## src/rtl/fifo_pkg.sv

```systemverilog
// Shared defaults for the asynchronous FIFO write-side pointer logic.
package fifo_pkg;

  // Default FIFO depth is 2**FIFO_ADDR_WIDTH entries.
  localparam int FIFO_ADDR_WIDTH   = 4;
  // Default almost-full threshold, expressed as remaining free entries.
  localparam int FIFO_AFULL_MARGIN = 2;
  // Pointers carry one extra wrap bit on top of the address bits.
  localparam int FIFO_PTR_WIDTH    = FIFO_ADDR_WIDTH + 1;

endpackage : fifo_pkg

```

## src/rtl/fifo_wptr_full_gray_bin.sv

```systemverilog
// Gray-to-binary converter: binary bit i is the XOR of all Gray bits at
// position i and above, so the MSB passes straight through.
module gray_bin #(
  parameter int WIDTH = 5
) (
  input  logic [WIDTH-1:0] gray_i,
  output logic [WIDTH-1:0] bin_o
);

  // Reduce the shifted Gray word so each bit folds in every higher bit.
  always_comb begin
    bin_o = '0;
    for (int i = 0; i < WIDTH; i++) begin
      bin_o[i] = ^(gray_i >> i);
    end
  end

endmodule : gray_bin

```

## src/rtl/fifo_wptr_full.sv

```systemverilog
// Write-domain half of an asynchronous FIFO: binary/Gray write pointer,
// two-flop synchronizer for the foreign read pointer, and the registered
// full / almost-full / level / overflow flags.
//
// Handshake: wr_en is a request with no valid/ready pairing beyond wr_ack.
// A write happens in a cycle exactly when wr_ack is high (wr_en & ~full);
// a request while full is dropped and reported one cycle later on overflow.
module fifo_wptr_full
  import fifo_pkg::*;
#(
  parameter int ADDR_WIDTH   = FIFO_ADDR_WIDTH,
  parameter int AFULL_MARGIN = FIFO_AFULL_MARGIN
) (
  input  logic                  clk,
  input  logic                  rst,
  input  logic                  wr_en,
  input  logic [ADDR_WIDTH:0]   rd_gray_async,
  output logic                  wr_ack,
  output logic [ADDR_WIDTH-1:0] wr_addr,
  output logic [ADDR_WIDTH:0]   wr_gray,
  output logic                  full,
  output logic                  almost_full,
  output logic [ADDR_WIDTH:0]   wr_level,
  output logic                  overflow
);

  localparam int PTR_W = ADDR_WIDTH + 1;
  localparam int DEPTH = 2 ** ADDR_WIDTH;
  localparam logic [PTR_W-1:0] AFULL_THRESH = PTR_W'(DEPTH - AFULL_MARGIN);

  logic [PTR_W-1:0]      wr_bin_q, wr_bin_d;
  logic [PTR_W-1:0]      wr_gray_q, wr_gray_d;
  logic [ADDR_WIDTH-1:0] wr_addr_q;
  logic [PTR_W-1:0]      wr_level_q, wr_level_d;
  logic                  full_q, full_d;
  logic                  almost_full_q, almost_full_d;
  logic                  overflow_q, overflow_d;
  logic                  wr_ack_c;

  (* ASYNC_REG = "TRUE" *) logic [PTR_W-1:0] rd_gray_s1_q;
  (* ASYNC_REG = "TRUE" *) logic [PTR_W-1:0] rd_gray_s2_q;

  logic [PTR_W-1:0] rd_bin_s;
  logic [PTR_W-1:0] rd_gray_wrapped;

  gray_bin #(
    .WIDTH (PTR_W)
  ) u_rd_gray_bin (
    .gray_i (rd_gray_s2_q),
    .bin_o  (rd_bin_s)
  );

  // Next-state pointer and flag computation; flags look at the pointer
  // after this cycle's write so full appears right after the filling write.
  always_comb begin
    wr_ack_c        = wr_en & ~full_q & ~rst;
    wr_bin_d        = wr_bin_q + {{ADDR_WIDTH{1'b0}}, wr_ack_c};
    wr_gray_d       = (wr_bin_d >> 1) ^ wr_bin_d;
    // Full when the write pointer is exactly one lap ahead: in Gray code
    // that is the read pointer with its top two bits inverted.
    rd_gray_wrapped = {~rd_gray_s2_q[PTR_W-1:PTR_W-2], rd_gray_s2_q[PTR_W-3:0]};
    full_d          = (wr_gray_d == rd_gray_wrapped);
    wr_level_d      = wr_bin_d - rd_bin_s;
    almost_full_d   = (wr_level_d >= AFULL_THRESH);
    overflow_d      = wr_en & full_q & ~rst;
  end

  // Write pointer, address and flag registers.
  always_ff @(posedge clk or posedge rst) begin
    if (rst) begin
      wr_bin_q      <= '0;
      wr_gray_q     <= '0;
      wr_addr_q     <= '0;
      wr_level_q    <= '0;
      full_q        <= 1'b0;
      almost_full_q <= 1'b0;
      overflow_q    <= 1'b0;
    end else begin
      wr_bin_q      <= wr_bin_d;
      wr_gray_q     <= wr_gray_d;
      wr_addr_q     <= wr_bin_d[ADDR_WIDTH-1:0];
      wr_level_q    <= wr_level_d;
      full_q        <= full_d;
      almost_full_q <= almost_full_d;
      overflow_q    <= overflow_d;
    end
  end

  // Two-flop synchronizer for the foreign read pointer, no logic between stages.
  always_ff @(posedge clk or posedge rst) begin
    if (rst) begin
      rd_gray_s1_q <= '0;
      rd_gray_s2_q <= '0;
    end else begin
      rd_gray_s1_q <= rd_gray_async;
      rd_gray_s2_q <= rd_gray_s1_q;
    end
  end

  assign wr_ack      = wr_ack_c;
  assign wr_addr     = wr_addr_q;
  assign wr_gray     = wr_gray_q;
  assign full        = full_q;
  assign almost_full = almost_full_q;
  assign wr_level    = wr_level_q;
  assign overflow    = overflow_q;

endmodule : fifo_wptr_full
```

## config.mk

```make
export PLATFORM = sky130hd
export DESIGN_NAME = fifo_wptr_full
export DESIGN_NICKNAME = d
export VERILOG_FILES = /design/src/rtl/fifo_pkg.sv /design/src/rtl/fifo_wptr_full_gray_bin.sv /design/src/rtl/fifo_wptr_full.sv
export SDC_FILE = /design/constraint.sdc
export NUM_CORES = 1
export LEC_CHECK = 0
export BUFFER_PORTS_ARGS = -buffer_cell sky130_fd_sc_hd__buf_2
export CAP_MARGIN = 20
export CORE_MARGIN = 10
export CORE_UTILIZATION = 30
export CTS_CLUSTER_SIZE = 25
export DETAILED_ROUTE_END_ITERATION = 8
export PLACE_DENSITY_LB_ADDON = 0.05
export SLEW_MARGIN = 20
export SYNTH_ARGS = -nofsm -noshare
export SYNTH_HDL_FRONTEND = slang
export SYNTH_SLANG_ARGS = --single-unit
```

## constraint.sdc

```tcl
create_clock -name clk -period 2.15 [get_ports clk]
set_input_delay 0.645 -clock clk [delete_from_list [all_inputs] [get_ports clk]]
set_output_delay 0.645 -clock clk [all_outputs]
set_load 0.02 [all_outputs]
```

**After elaboration in Yosys (flattened, before gate mapping)**

Index checks and enable logic that the tools add are counted.
W data, S select, Z words.

- Add/subtract/negate cells: 2
- $lt $le $gt $ge: 1
- Equal/unequal tests: 1
- Bitwise gates (word level): 8
- Reductions and logical operators: 5

Operators by type and width:

| cell | number |
|---|---|
| $reduce_xor A5 Y1 | 5 |
| $add A5 B1 Y5 | 1 |
| $eq A5 B5 Y1 | 1 |
| $ge A5 B4 Y1 const B | 1 |
| $sub A5 B5 Y5 | 1 |
| $xor A4 B5 Y5 | 1 |
| $and A1 B1 Y1 | 4 |
| $not A1 Y1 | 2 |
| $not A2 Y2 | 1 |

- Bits in registers: 32
- Input bits: 8
- Output and inout port bits: 18
- Word-level logic and storage cells: 26

**Logic depth before layout (Yosys ltp)**

- Word-level depth: 6
- Mapped depth: 10

**By module**

From an unflattened synthesis, not the netlist that was laid out.

- Cell total of the unflattened synthesis: 83
- Area, all modules: 1197.4 µm²

Modules (own cells, without submodules):

| module | instances | cells an instance | area each (µm²) |
|---|---|---|---|
| fifo_wptr_full | 1 | 77 | 1124.8 |
| gray_bin | 1 | 6 | 72.6 |

**Worst setup path before layout**

No wires, ideal clock.

- Path type: input to register
- Start: in wr_en
- End: reg almost_full_q (netlist: almost_full)
- Data arrival time: 2.933 ns
- Data required time: 2.003 ns
- Setup slack: -0.931 ns
- Stages on the path: 9
- Path buffers: 0
- Path through: nor3b_1 ha_1 ha_1 xor2_2 ha_1 nor2b_1 o21ai_0 a21o_1 o311ai_0

- Word-level cells in the longest chain between the ends: 5

Ends and longest elaborated chain:

| item | line | RTL |
|---|---|---|
| start: declaration | fifo_wptr_full.sv:16 | `input logic wr_en,` |
| $and A1 B1 Y1 (2 in series) | fifo_wptr_full.sv:56 | `wr_ack_c = wr_en & ~full_q & ~rst;` |
| $add A5 B1 Y5 | fifo_wptr_full.sv:57 | `wr_bin_d = wr_bin_q + {{ADDR_WIDTH{1'b0}}, wr_ack_c};` |
| via wr_bin_d[2] | fifo_wptr_full.sv:31 | `logic [PTR_W-1:0] wr_bin_q, wr_bin_d;` |
| $sub A5 B5 Y5 | fifo_wptr_full.sv:63 | `wr_level_d = wr_bin_d - rd_bin_s;` |
| $ge A5 B4 Y1 | fifo_wptr_full.sv:64 | `almost_full_d = (wr_level_d >= AFULL_THRESH);` |
| via almost_full_d | fifo_wptr_full.sv:36 | `logic almost_full_q, almost_full_d;` |
| end signal: assignment | fifo_wptr_full.sv:84 | `almost_full_q <= almost_full_d;` |
| end: declaration | fifo_wptr_full.sv:36 |  |

The timed path passes the listed nets, and every way through them passes these cells.

**Worst setup path after layout**

- Start: reg rd_gray_s2_q[4]
- End: reg almost_full_q (netlist: almost_full)

- Word-level cells in the longest chain between the ends: 3
- Elaborated cells between the ends (all ways): 7

Ends and longest elaborated chain:

| item | line | RTL |
|---|---|---|
| start: declaration | fifo_wptr_full.sv:41 | `(* ASYNC_REG = "TRUE" *) logic [PTR_W-1:0] rd_gray_s2_q;` |
| start signal: assignment | fifo_wptr_full.sv:96 | `rd_gray_s2_q <= rd_gray_s1_q;` |
| $reduce_xor A5 Y1 | fifo_wptr_full_gray_bin.sv:14 | `bin_o[i] = ^(gray_i >> i);` |
| $sub A5 B5 Y5 * | fifo_wptr_full.sv:63 |  |
| via wr_level_d[1] | fifo_wptr_full.sv:34 | `logic [PTR_W-1:0] wr_level_q, wr_level_d;` |
| $ge A5 B4 Y1 * | fifo_wptr_full.sv:64 |  |
| via almost_full_d | fifo_wptr_full.sv:36 |  |

Mark *: on every way through the listed nets, which the timed path passes. The rest lies on a longest branch.

==> reports/qor.tcl <==
set qor(synth_edf_count) 0
set qor(gp_congestion) 0.753
set qor(detail_route.first_pass.iterations) 2
set qor(syn_inst) 89
set qor(cts_tree) {built}
set qor(synth.ff_latch_count) 27
set qor(synthAdderAreaFrac) 0.0890
set qor(yosys_most_used_dff) {sky130_fd_sc_hd__dfrtp_1}
set qor(power_report.internal_total_mw) 1.79
set qor(drv_cap) 0
set qor(detail_routed_net_length_per_standard_cell_um) 12.5
set qor(worst_setup_path_end_kind) {flip-flop}
set qor(fraction_of_the_mapped_netlist_area_in_simple_logic_gates) 0.0735
set qor(dpl-instance-area_mm2) 0.00165
set qor(asyncSetResetFlopFracSynth) 1.00
set qor(finalClockSkew_ns) 0.00265
set qor(placeableCoreArea_mm2) 0.00394
set qor(nFillCells) 377
set qor(cts_inserted_buffers) 3
set qor(timing.setup.critical_path_class) {flip-flop to flip-flop}
set qor(timing.critical_path.cells) {xnor2_2, xor2_2, xor2_2, xnor2_1, ha_2, fa_2, inv_2, nand2_1, o311ai_2}
set qor(detail_route.vias_per_cell) 4.18
set qor(critical_path.most_common_cell) {sky130_fd_sc_hd__xor2_2}
set qor(failed_checks) {negative setup slack}
set qor(total_leakage_power_nw) 0.904
set qor(swShare) 0.383
set qor(setup_viol) 5
set qor(main_combinational_cell_family_by_area_after_synthesis) {XOR/XNOR gates}
set qor(switching_power_mw) 1.12
set qor(number_of_global_route_vias_before_repair) 878
set qor(clkLatencyLatePin_ns) 0.27
set qor(timing.final.ws_setup_ns) -0.187
set qor(grt_setup_unrepaired) {yes}
set qor(count_of_routing_violations_after_the_opening_detailed_route_iteration) 10
set qor(worstHoldStart) {rd_gray_s1_q[1]$_DFF_PP0_}
set qor(grt_max_degree) 28
set qor(syn_nets) 105
set qor(grt.overflow.total) 0
set qor(min_delay_path_depth) 0
set qor(r2r_cells) 9
set qor(cp_max_fo) 2
set qor(cp.arrival_ns) 2.51
set qor(grt_first_pass_wirelength_mm) 4.19
set qor(part_of_the_yosys_area_used_for_sequential_elements) 0.559
set qor(yosys_cell_types) 26
set qor(drtAntennaViolNets) 0
set qor(worst-endpoint-required_ns) 2.32
set qor(seqPwrFrac) 0.286
set qor(via_count) 831
set qor(dp.final_hpwl_mm) 1.82
set qor(netlist_area_mm2) 0.00121
set qor(port_buffer_cells) 25
set qor(antenna_cells) 0
set qor(layout.cell_area.non_filler_mm2) 0.00188
set qor(layout.core_utilization) 0.477
set qor(layout-drive-gt1-share) 0.557
set qor(crit_path_max_incr_delay_ns) 0.45
set qor(numPlacedInstances) 185
set qor(die_outline_area_mm2) 0.00697
set qor(finish.net_count) 166
set qor(timing.critical_path.from_type) {flip-flop}
set qor(p_total_mw) 2.91
set qor(min_period_ns) 2.34
set qor(die_width_um) 83.5
set qor(post_synthesis_to_final_layout_area_growth_pct) 55.5
set qor(wirelength_mm) 2.48
set qor(power.combinational.fraction) 0.616
set qor(global_route.usage.total) 0.0717
set qor(final_cells) 199
set qor(row_count) 23
set qor(relative_slew_slack) 0.727
set qor(cellPowerDensity_mw_per_mm2) 1550
set qor(ctsRootBufferMaster) {sky130_fd_sc_hd__clkbuf_8}
set qor(clock_power_share) 0.098
set qor(yosys_warnings) 0
set qor(min_path_type) {flip-flop to flip-flop}
set qor(whs_ns) 0.355
set qor(initial_core_util) 0.307
set qor(floorplan.die.height_um) 83.5
set qor(run_status) {complete, but fails checks}
set qor(floorplan.io_pins) 26
set qor(worst_path_max_delay_cell) {sky130_fd_sc_hd__fa_2}
set qor(cts_hold_buf) 0
set qor(synth_mux_area_frac) 0
set qor(critPathLaunch) {rd_gray_s2_q[4]$_DFF_PP0_}
set qor(final-hold-violation-count) 0
set qor(synth-xor-area-share) 0.194
set qor(critical_path.reg2reg.startpoint) {rd_gray_s2_q[4]$_DFF_PP0_}
set qor(cts.htree.levels) 1
set qor(vdd_ir_drop_max_mv) 0.731
set qor(syn_area_per_cell_um2) 13.6
set qor(report.final.slew_viol_count) 0
set qor(clockBufferDepth) 2
set qor(worst_margin_slew_ns) 0.409
set qor(clock-sinks) 27
set qor(remaining_drc_errors) 0
set qor(antenna_found_initial) 0
set qor(clkTransAtPathRegs_ns) 0.09
set qor(synth_compound_area_frac) 0.0600
set qor(finalCritPeriodShare) 1.09
set qor(max_clock_freq_ghz) 0.428
sequential cells by signal, indices dropped and copies added, names as in the netlist:
| name | count |
|---|---|
| rd_gray_s1_q | 5 |
| rd_gray_s2_q | 5 |
| wr_level | 5 |
| wr_gray | 4 |
| wr_addr | 3 |
| wr_bin_q | 2 |
| almost_full | 1 |
| full | 1 |
| overflow | 1 |
layout by cell type (no fill, tap or decap), drive strengths merged, types with 3 or more instances in the layout:
cell | Yosys | layout
nand3 | 3 | 3
inv | 8 | 8
xor2 | 7 | 7
ha | 7 | 7
clkbuf | 0 | 4
o21ai | 3 | 3
dfrtp | 27 | 27
buf | 0 | 56
a21boi | 3 | 3
xnor2 | 10 | 10
Yosys cell counts (all sizes together) (2+ instances only):
cell type  instances  area, um^2
nand2              2        7.51
xnor2             10        95.1
ha                 7        87.6
xor2               7        68.8
o21ai              3        15.0
a21boi             3        22.5
nor2               2        7.51
nor3b              2        15.0
dfrtp             27         676
inv                8        30.0
nand3              3        15.0
xnor3              2        45.0
nor2b              2        12.5
per-stage QoR:
stage	setup TNS, ns	setup slack (ns)
after floorplan	-1.26	-0.373
after global placement	-2.15	-0.492
after detailed placement	-2.26	-0.495
after CTS	-0.564	-0.234
after global routing	-1.41	-0.382
final	-0.537	-0.187
power groups by stage:
| stage | sequential [mW] | clock, mW | combinational (mW) |
|---|---|---|---|
| finish | 0.833 | 0.284 | 1.79 |
| global route | 0.863 | 0.326 | 1.98 |
| CTS | 0.838 | 0.300 | 1.67 |
| detailed placement | 0.829 | 0 | 1.53 |
| global placement | 0.830 | 0 | 1.54 |
| floorplan | 1.01 | 0 | 0.786 |
layer usage:
| metal | vias to the layer above | wire [um] | global-route usage |
|---|---|---|---|
| met5 | - | 0 | 0 |
| met4 | 0 | 19 | 0.0274 |
| met3 | 2 | 164 | 0.0293 |
| met2 | 17 | 1100 | 0.108 |
| met1 | 396 | 1200 | 0.0890 |
| li1 | 416 | - | - |
path summary, 6_finish.rpt:
check | to | slack [ns]
hold / removal | rd_gray_s2_q[1]$_DFF_PP0_ | 0.36
max in group asynchronous | rd_gray_s2_q[4]$_DFF_PP0_ | 1.44
min in group asynchronous | wr_gray[0]$_DFF_PP0_ | 0.45
setup reg to reg | almost_full$_DFF_PP0_ | -0.19
hold reg to reg | rd_gray_s2_q[1]$_DFF_PP0_ | 0.36
setup / recovery | almost_full$_DFF_PP0_ | -0.19
critical path, delay by kind of cell (launching register included):
| kind | cells | cell delay [ns] |
|---|---|---|
| XOR/XNOR | 4 | 0.82 |
| adder cells (fa/ha/maj) | 2 | 0.67 |
| flip-flops | 1 | 0.42 |
| AO/OA/AOI/OAI | 1 | 0.21 |
| buffers and inverters | 1 | 0.07 |
| AND/OR/NAND/NOR | 1 | 0.06 |
repair_timing:
action,CTS,global route
buffers inserted,8,3
pin swaps,8,10
gates resized for setup,12,15
endpoints found under the setup margin,6,7
kinds of logic after synthesis:
family,count (synthesis)
AOI/OAI and AO/OA,11
xor gates and xnor gates,20
adders and majority gates,8
buffers and inverters,8
DFF,27
and+or+nand+nor,15
area by class of cell:
| class | instances | area (um^2) | area share |
|---|---|---|---|
| Sequential cell | 27 | 676 | 0.360 |
| Timing Repair Buffer | 56 | 387 | 0.206 |
| Inverter | 8 | 30.0 | 0.0160 |
| Multi-Input combinational cell | 54 | 679 | 0.362 |
| Tap cell | 50 | 62.6 | 0.0333 |
| Clock buffer | 4 | 45.0 | 0.0240 |
(Power assumes the default switching activity.)
